--- src/rtl/instr_fetch_pkg.sv ---
`default_nettype none
// ============================================================================
// instr_fetch_pkg : shared fetch-stage widths, FSM encoding and helpers
// Revision 1.0
// ============================================================================
package instr_fetch_pkg;

    localparam int XLEN = 32;
    localparam int ILEN = 32;

    typedef enum logic [1:0] {
        ST_IDLE  = 2'd0,
        ST_REQ   = 2'd1,
        ST_DRAIN = 2'd2,
        ST_HOLD  = 2'd3
    } fetch_state_e;

    function automatic logic [XLEN-1:0] word_align(input logic [XLEN-1:0] addr);
        return {addr[XLEN-1:2], 2'b00};
    endfunction

endpackage
`default_nettype wire

--- src/rtl/instr_fetch.sv ---
`default_nettype none
// ============================================================================
// instr_fetch : single-outstanding instruction fetch with redirect and stall
// Revision 1.0
// ============================================================================
module instr_fetch
    import instr_fetch_pkg::*;
#(
    parameter logic [XLEN-1:0] RESET_PC = 32'h0000_0000
) (
    input  logic            clk_i,
    input  logic            rst_i,
    output logic            imem_req_o,
    output logic [XLEN-1:0] imem_addr_o,
    input  logic            imem_rvalid_i,
    input  logic [ILEN-1:0] imem_rdata_i,
    input  logic            redirect_i,
    input  logic [XLEN-1:0] redirect_pc_i,
    input  logic            stall_i,
    output logic [ILEN-1:0] instr_o,
    output logic [XLEN-1:0] pc_plus4_o,
    output logic            valid_o
);

    fetch_state_e    state_q, state_d;
    logic [XLEN-1:0] pc_q, pc_d;
    logic [XLEN-1:0] pending_pc_q, pending_pc_d;
    logic [ILEN-1:0] instr_q, instr_d;
    logic [XLEN-1:0] pc_plus4_q, pc_plus4_d;

    logic [XLEN-1:0] redirect_tgt;
    logic [XLEN-1:0] pc_inc;

    assign redirect_tgt = word_align(redirect_pc_i);
    assign pc_inc       = pc_q + XLEN'(4);

    always_comb begin
        state_d      = state_q;
        pc_d         = pc_q;
        pending_pc_d = pending_pc_q;
        instr_d      = instr_q;
        pc_plus4_d   = pc_plus4_q;
        case (state_q)
            ST_IDLE: begin
                if (redirect_i) pc_d = redirect_tgt;
                state_d = ST_REQ;
            end
            ST_REQ: begin
                if (redirect_i) begin
                    // A response arriving with the redirect frees the port, so refetch directly.
                    if (imem_rvalid_i) begin
                        pc_d = redirect_tgt;
                    end else begin
                        pending_pc_d = redirect_tgt;
                        state_d      = ST_DRAIN;
                    end
                end else if (imem_rvalid_i) begin
                    instr_d    = imem_rdata_i;
                    pc_plus4_d = pc_inc;
                    pc_d       = pc_inc;
                    state_d    = ST_HOLD;
                end
            end
            ST_DRAIN: begin
                if (imem_rvalid_i) begin
                    pc_d    = redirect_i ? redirect_tgt : pending_pc_q;
                    state_d = ST_REQ;
                end else if (redirect_i) begin
                    pending_pc_d = redirect_tgt;
                end
            end
            ST_HOLD: begin
                if (redirect_i) begin
                    pc_d    = redirect_tgt;
                    state_d = ST_REQ;
                end else if (!stall_i) begin
                    state_d = ST_REQ;
                end
            end
            default: state_d = ST_IDLE;
        endcase
    end

    always_ff @(posedge clk_i or negedge rst_i) begin
        if (!rst_i) begin
            state_q      <= ST_IDLE;
            pc_q         <= RESET_PC;
            pending_pc_q <= '0;
            instr_q      <= '0;
            pc_plus4_q   <= '0;
        end else begin
            state_q      <= state_d;
            pc_q         <= pc_d;
            pending_pc_q <= pending_pc_d;
            instr_q      <= instr_d;
            pc_plus4_q   <= pc_plus4_d;
        end
    end

    assign imem_req_o  = (state_q == ST_REQ) || (state_q == ST_DRAIN);
    assign imem_addr_o = pc_q;
    assign valid_o     = (state_q == ST_HOLD);
    assign instr_o     = instr_q;
    assign pc_plus4_o  = pc_plus4_q;

endmodule
`default_nettype wire

--- config.mk ---
export PLATFORM = sky130hd
export DESIGN_NAME = instr_fetch
export DESIGN_NICKNAME = d
export VERILOG_FILES = /design/src/rtl/instr_fetch_pkg.sv /design/src/rtl/instr_fetch.sv
export SDC_FILE = /design/constraint.sdc
export NUM_CORES = 1
export LEC_CHECK = 0
export ABC_AREA = 1
export CORE_ASPECT_RATIO = 1.4
export CORE_UTILIZATION = 51
export CTS_BUF_LIST = sky130_fd_sc_hd__clkbuf_8
export DETAILED_ROUTE_END_ITERATION = 10
export PLACE_DENSITY = 0.85
export SLEW_MARGIN = 30
export SYNTH_ARGS = -nofsm -noshare
export SYNTH_HDL_FRONTEND = slang
export SYNTH_SLANG_ARGS = --single-unit
--- constraint.sdc ---
create_clock -name clk_i -period 2.25 [get_ports clk_i]
set_clock_uncertainty 0.15 [all_clocks]
set_input_delay 0.225 -clock clk_i [delete_from_list [all_inputs] [get_ports clk_i]]
set_output_delay 0.225 -clock clk_i [all_outputs]
set_load 0.01 [all_outputs]
==> flow_metrics.tcl, run 1 <==
set metrics [dict create \
    finish.net_count 1093 \
    clock_latency_ns 0.44 \
    drive_gt1_share_pct 9.21 \
    timing.setup.tns_ns 0 \
    drc_errors 0 \
    worst-slew-pin-transition_ns 0.585 \
    ys_warn_count 0 \
    first_iter_violations 490 \
    htreeDepth 4 \
    switching_power_as_a_share_of_total_power_pct 40.7 \
    first_global_vias 5880 \
    number_of_antenna_violations_at_the_first_check_in_global_routing 0 \
    report.final.slew_viol_count 0 \
    holdPathEnd "instr_o[17]" \
    worstPathRequired_ns 2.47 \
    ys_seq_area_share_pct 48.5 \
    path_depth_of_the_worst_reg2reg_path 7 \
    worstReg2RegEnd "instr_o[16]" \
    numPortBuffers 164 \
    peakVddDrop_v 0.00159 \
    final_cell_mix "nand2_1, clkdlybuf4s50_1, dfrtp_1, inv_1, nor2_1" \
    combPwrFrac_pct 49.2 \
    syn_inst 859 \
    worst_setup_hold_path_clk_slew_ns 0.08 \
    critical_path_arrival_ns 2.29 \
    critical_path_launch_point_type "flop" \
    detail-route-antenna-nets 0 \
    synth_area_leaders "dfrtp_1, nand2_1, mux2_2" \
    fp.dieArea_um2 13600 \
    synth_nets 932 \
    n_antenna_cell 0 \
    power_density_nw_per_um2 1390 \
    regToRegStartpoint "state_q[1]" \
    slew_headroom_pct 61.0 \
    pre_cts_slack_ns 0.203 \
    syn2layout_area_growth_pct 33.6 \
    hold_start "imem_rdata_i[17]" \
    fmax_mhz 484 \
    clock_tree.buffer_depth 2 \
    internal-power_uw 7420 \
    overflow 0 \
    p_total_uw 12500 \
    chipWidth_um 99.0 \
    tritoncts "yes" \
    avgSynthCellArea_um2 7.81 \
    core_um2 12800 \
    ios 167 \
    setup_violations 0 \
    yosysTopAreaCell "dfrtp_1" \
    status "finished, final reports clean" \
    setup_repair_after_global_routing_missed_its_margin "no" \
    grt_start_max_net_pins 52 \
    clkSinkCount 130 \
    timing.final.ws_setup_ns 0.184 \
    min-delay-path-class "input pin to flop" \
    placementRows 49 \
    place_hpwl_um 13100 \
    netlist_area_um2 6710 \
    rrSetupSlack_ns 0.18 \
    drt_pre_antenna_iters 5 \
    layout_commonest_cell "nand2_1" \
    drt-vias-per-instance 5.29 \
    tritoncts.num_buffers 17 \
    number_of_synthesized_register_bits 130 \
    placedCellCount 1153 \
    crit_path_end_kind "flop" \
    wl_per_cell_um 15.6 \
    count_of_cell_types_in_the_netlist 38 \
    holdPathStages 3 \
    power.sequential.fraction_pct 34.4 \
    vias 6269 \
    final.period_utilization_pct 91.8 \
    wire_length_of_the_first_global_routing_pass_um 29200 \
    routed_wirelength_um 18500 \
    synthDominantCellAreaShare_pct 48.5 \
    root_buffer "clkbuf_8" \
    path_max_fanout 38 \
    timing.final.hold_violations 0 \
    clock_power_share_pct 16.4 \
    globalRouteTotalUtil_pct 28.0 \
    switchingPower_uw 5080 \
    finalWorstPathRequiredPeriod_ns 2.07 \
    crit_type "flop to flop" \
    timing.max_cap.violations 0 \
    final_cells 1185 \
    die_h_um 138 \
    holdWs_ns 0.164 \
    floorplan.initialDensity_pct 52.4 \
    post_cts_buffers 0 \
    leakagePower_uw 0.00427 \
    finalWeightedCongestion 0.943 \
]
==> flip-flops by register name, indices dropped and copies added (netlist names) <==
| register | cells |
|---|---|
| pending_pc_q | 32 |
| pc_plus4_o | 32 |
| imem_addr_o | 32 |
| state_q | 2 |
| instr_o | 32 |
==> worst max-delay path by stage <==
stage | from | end | slack (ns) | cells after the start
finish | state_q[1] | instr_o[16] | 0.18 | 7
global route | state_q[1] | instr_o[16] | 0.04 | 7
CTS | state_q[1] | instr_o[16] | 0.17 | 7
detailed placement | state_q[1] | pc_plus4_o[27] | 0.20 | 7
global placement | state_q[1] | pc_plus4_o[27] | 0.24 | 7
floorplan | state_q[0] | pending_pc_q[11] | 0.42 | 7
==> cells by family after synthesis <==
| family | count (synthesis) | synth area share, % |
|---|---|---|
| AOI/OAI and AO/OA | 105 | 9.62 |
| adders and majority gates | 4 | 0.746 |
| muxes | 18 | 3.02 |
| DFF | 130 | 48.5 |
| and+or+nand+nor | 494 | 29.8 |
| xor gates and xnor gates | 13 | 1.70 |
| buffers and inverters | 95 | 6.64 |
==> stage by stage <==
step | utilization, % | area, um^2
detailed placement | 66.7 | 8550
global placement | 66.7 | 8550
floorplan | - | 6710
global route | 70.0 | 8960
finish | 70.0 | 8960
CTS | 70.0 | 8960
==> final cells by class <==
class	count	area, um^2
Sequential cell	130	3250
Multi-Input combinational cell	634	3030
Inverter	52	198
Fill cell	1038	3850
Timing Repair Buffer	185	1890
Clock buffer	18	248
Clock inverter	13	161
Tap cell	153	191
==> repair_timing <==
item	in CTS	in global routing
endpoints found under the hold margin	39	0
endpoints found under the setup margin	1	0
gates resized for setup	1	0
hold buffers	1	0
==> layer usage <==
metal  GRT usage (%)  part of all wire, %  vias to the layer above
met5               0                    0                        -
met4            15.8                  3.9                        0
met3            4.31                  5.4                       47
met2            47.0                   50                      261
met1            34.3                   40                     2898
li1                -                    -                     3063
==> synthesized netlist by cell type, drive strengths merged <==
library cell	count
a21oi	36
a221oi	21
a22oi	5
a31oi	1
and2	3
buf	30
clkbuf	12
dfrtp	130
dlymetal6s2s	1
ha	4
inv	52
mux2	18
nand2	388
nand3	40
nand3b	1
nand4	2
nor2	58
nor3	1
o211ai	5
o21ai	34
o21bai	1
o22ai	2
or2	1
xnor2	4
xor2	9
==> critical path: stages, from the launching register on <==
cell     delay (ns)
dfrtp_1        0.41
inv_1          0.08
ha_1           0.28
nand2_1        0.28
nor2_4         0.21
buf_4          0.38
nand2_1        0.10
nand2_1        0.09
==> power groups by stage <==
stage / Sequential (uW) / Clock (uW) / Combinational (uW)
finish: 4300 / 2050 / 6150
global route: 4410 / 2210 / 6790
CTS: 4270 / 2090 / 6150
detailed placement: 4310 / 0 / 6100
global placement: 4260 / 0 / 5980
floorplan: 4490 / 0 / 3140
(Power assumes the default switching activity.)
==> inputs of run 2 (changes only) <==
--- a/config.mk
+++ b/config.mk
@@ -6,7 +6,6 @@
 export NUM_CORES = 1
 export LEC_CHECK = 0
 export ABC_AREA = 1
-export CORE_ASPECT_RATIO = 1.4
 export CORE_UTILIZATION = 51
 export CTS_BUF_LIST = sky130_fd_sc_hd__clkbuf_8
 export DETAILED_ROUTE_END_ITERATION = 10
==> run 2 against run 1 <==
Net effect:
- worst hold slack got worse by 0.020 ns
- register-to-register slack about the same
- design area about the same
- flip-flop and latch count unchanged
- clock power decreased by 7%
- total power decreased by 1.2%
- non-clock buffer count unchanged
- critical endpoint is now imem_addr_o[14]
- largest cell class unchanged
- largest power group unchanged
==> flow_metrics.tcl, run 2 (same netlist as run 1, synthesis figures left out) <==
set metrics [dict create \
    status "finished, final reports clean" \
    setup_repair_after_global_routing_missed_its_margin "no" \
    post_cts_buffers 0 \
    tritoncts "yes" \
    worst_setup_hold_path_clk_slew_ns 0.08 \
    final.period_utilization_pct 91.4 \
    worstPathRequired_ns 2.49 \
    crit_path_end_kind "flop" \
    tritoncts.num_buffers 17 \
    overflow 0 \
    cpMostUsedCell "nand2_1" \
    timing.max_cap.violations 0 \
    slew_headroom_pct 65.1 \
    routed_wirelength_um 18200 \
    leakagePower_uw 0.00427 \
    switchingPower_uw 5010 \
    internal-power_uw 7350 \
    crit_path_cell_trace "ha_1 -> nand2_1 -> nor2_2 -> nand2_2 -> nor2_4 -> xor2_1 -> nand2_1 -> nand2_1 -> nand2_1 -> nand2_1" \
    fmax_mhz 486 \
    clkSinkCount 130 \
    peak_per_stage_delay_on_the_critical_path_ns 0.41 \
    fp.dieArea_um2 13600 \
    number_of_antenna_violations_at_the_first_check_in_global_routing 0 \
    first_iter_violations 434 \
    critical_path_launch_point_type "flop" \
    clock_tree.buffer_depth 2 \
    postLayoutCoreUtil_pct 70.4 \
    setup_violations 0 \
    final_cell_mix "nand2_1, clkdlybuf4s50_1, dfrtp_1, inv_1, nor2_1" \
    drive_gt1_share_pct 9.21 \
    vias 6242 \
    combPwrFrac_pct 49.9 \
    placementRows 41 \
    path_max_fanout 5 \
    n_antenna_cell 0 \
    peakVddDrop_v 0.000953 \
    grt_start_max_net_pins 58 \
    min-delay-path-class "input pin to asynchronous set/reset pin" \
    core_um2 12700 \
    timing.final.hold_violations 0 \
    report.final.slew_viol_count 0 \
    finish.net_count 1093 \
    switching_power_as_a_share_of_total_power_pct 40.6 \
    clock_latency_ns 0.45 \
    finalWeightedCongestion 0.938 \
    die_h_um 117 \
    crit_type "flop to flop" \
    wire_length_of_the_first_global_routing_pass_um 29000 \
    root_buffer "clkbuf_8" \
    pre_cts_slack_ns 0.288 \
    syn2layout_area_growth_pct 33.5 \
    htreeDepth 4 \
    critical_path.slowest_cell "dfrtp_1" \
    power.sequential.fraction_pct 34.6 \
    layout.cell_area.non_filler_um2 8960 \
    timing.setup.tns_ns 0 \
    clock_power_share_pct 15.5 \
    layout_commonest_cell "nand2_1" \
    placedCellCount 1172 \
    drc_errors 0 \
    ios 167 \
    wl_per_cell_um 15.1 \
    globalRouteTotalUtil_pct 28.2 \
    worst-slew-pin-transition_ns 0.524 \
    place_hpwl_um 13200 \
    detail-route-antenna-nets 0 \
    timing.final.ws_setup_ns 0.194 \
    finalWorstPathRequiredPeriod_ns 2.06 \
    drt_pre_antenna_iters 5 \
    first_global_vias 5809 \
    power_density_nw_per_um2 1380 \
    numPortBuffers 164 \
    critical_path_arrival_ns 2.30 \
    placedInstanceArea_um2 8570 \
    chipWidth_um 117 \
    floorplan.initialDensity_pct 52.8 \
    final_cells 1204 \
    drt-vias-per-instance 5.18 \
]
-- run 2: cell type report --
type | count | area [um^2]
Fill cell | 1045 | 3760
Inverter | 52 | 198
Multi-Input combinational cell | 634 | 3030
Clock buffer | 19 | 262
Timing Repair Buffer | 185 | 1890
Tap cell | 172 | 215
Clock inverter | 12 | 115
Sequential cell | 130 | 3250
-- run 2: final timing paths --
check                                  from  slack [ns]  depth (start not counted)          endpoint
setup reg to reg             imem_addr_o[2]        0.19                         10   imem_addr_o[14]
max in group asynchronous             rst_i        1.14                          3        instr_o[8]
min in group clk_i         imem_rdata_i[17]        0.16                          3       instr_o[17]
hold / removal                        rst_i        0.14                          2  pending_pc_q[14]
hold reg to reg                  instr_o[9]        0.32                          2        instr_o[9]
setup / recovery             imem_addr_o[2]        0.19                         10   imem_addr_o[14]
-- run 2: metrics by stage --
stage	hold WS [ns]	power, uW
after floorplan	-0.221	7630
after global placement	0.0819	10300
after detailed placement	0.0852	10400
after CTS	0.135	12400
after global routing	0.156	13300
final	0.144	12400
-- run 2: what timing repair did --
action                                 CTS  global route
gates resized for setup                  0             1
hold buffers                             1             0
endpoints found under the hold margin   36             0
setup endpoints to repair                0             1
-- run 2: routing by layer --
| layer | wire (um) | GRT usage [%] | vias up |
|---|---|---|---|
| met5 | 0 | 0 | - |
| li1 | - | - | 3073 |
| met1 | 7850 | 37.5 | 2871 |
| met4 | 533 | 13.1 | 0 |
| met3 | 1520 | 6.80 | 43 |
| met2 | 8260 | 43.7 | 255 |
-- run 2: power by group through the flow --
stage | clock [uW] | combinational (uW) | sequential, uW
finish | 1910 | 6170 | 4280
global route | 2060 | 6860 | 4420
CTS | 1940 | 6190 | 4260
detailed placement | 0 | 6150 | 4300
global placement | 0 | 6020 | 4250
floorplan | 0 | 3140 | 4490
-- run 2: critical path, delay by kind of cell, from the launching register on --
kind / cells / cell delay (ns)
AND/OR/NAND/NOR: 8 / 0.84
flip-flops: 1 / 0.41
XOR/XNOR: 1 / 0.33
adder cells (fa/ha/maj): 1 / 0.25
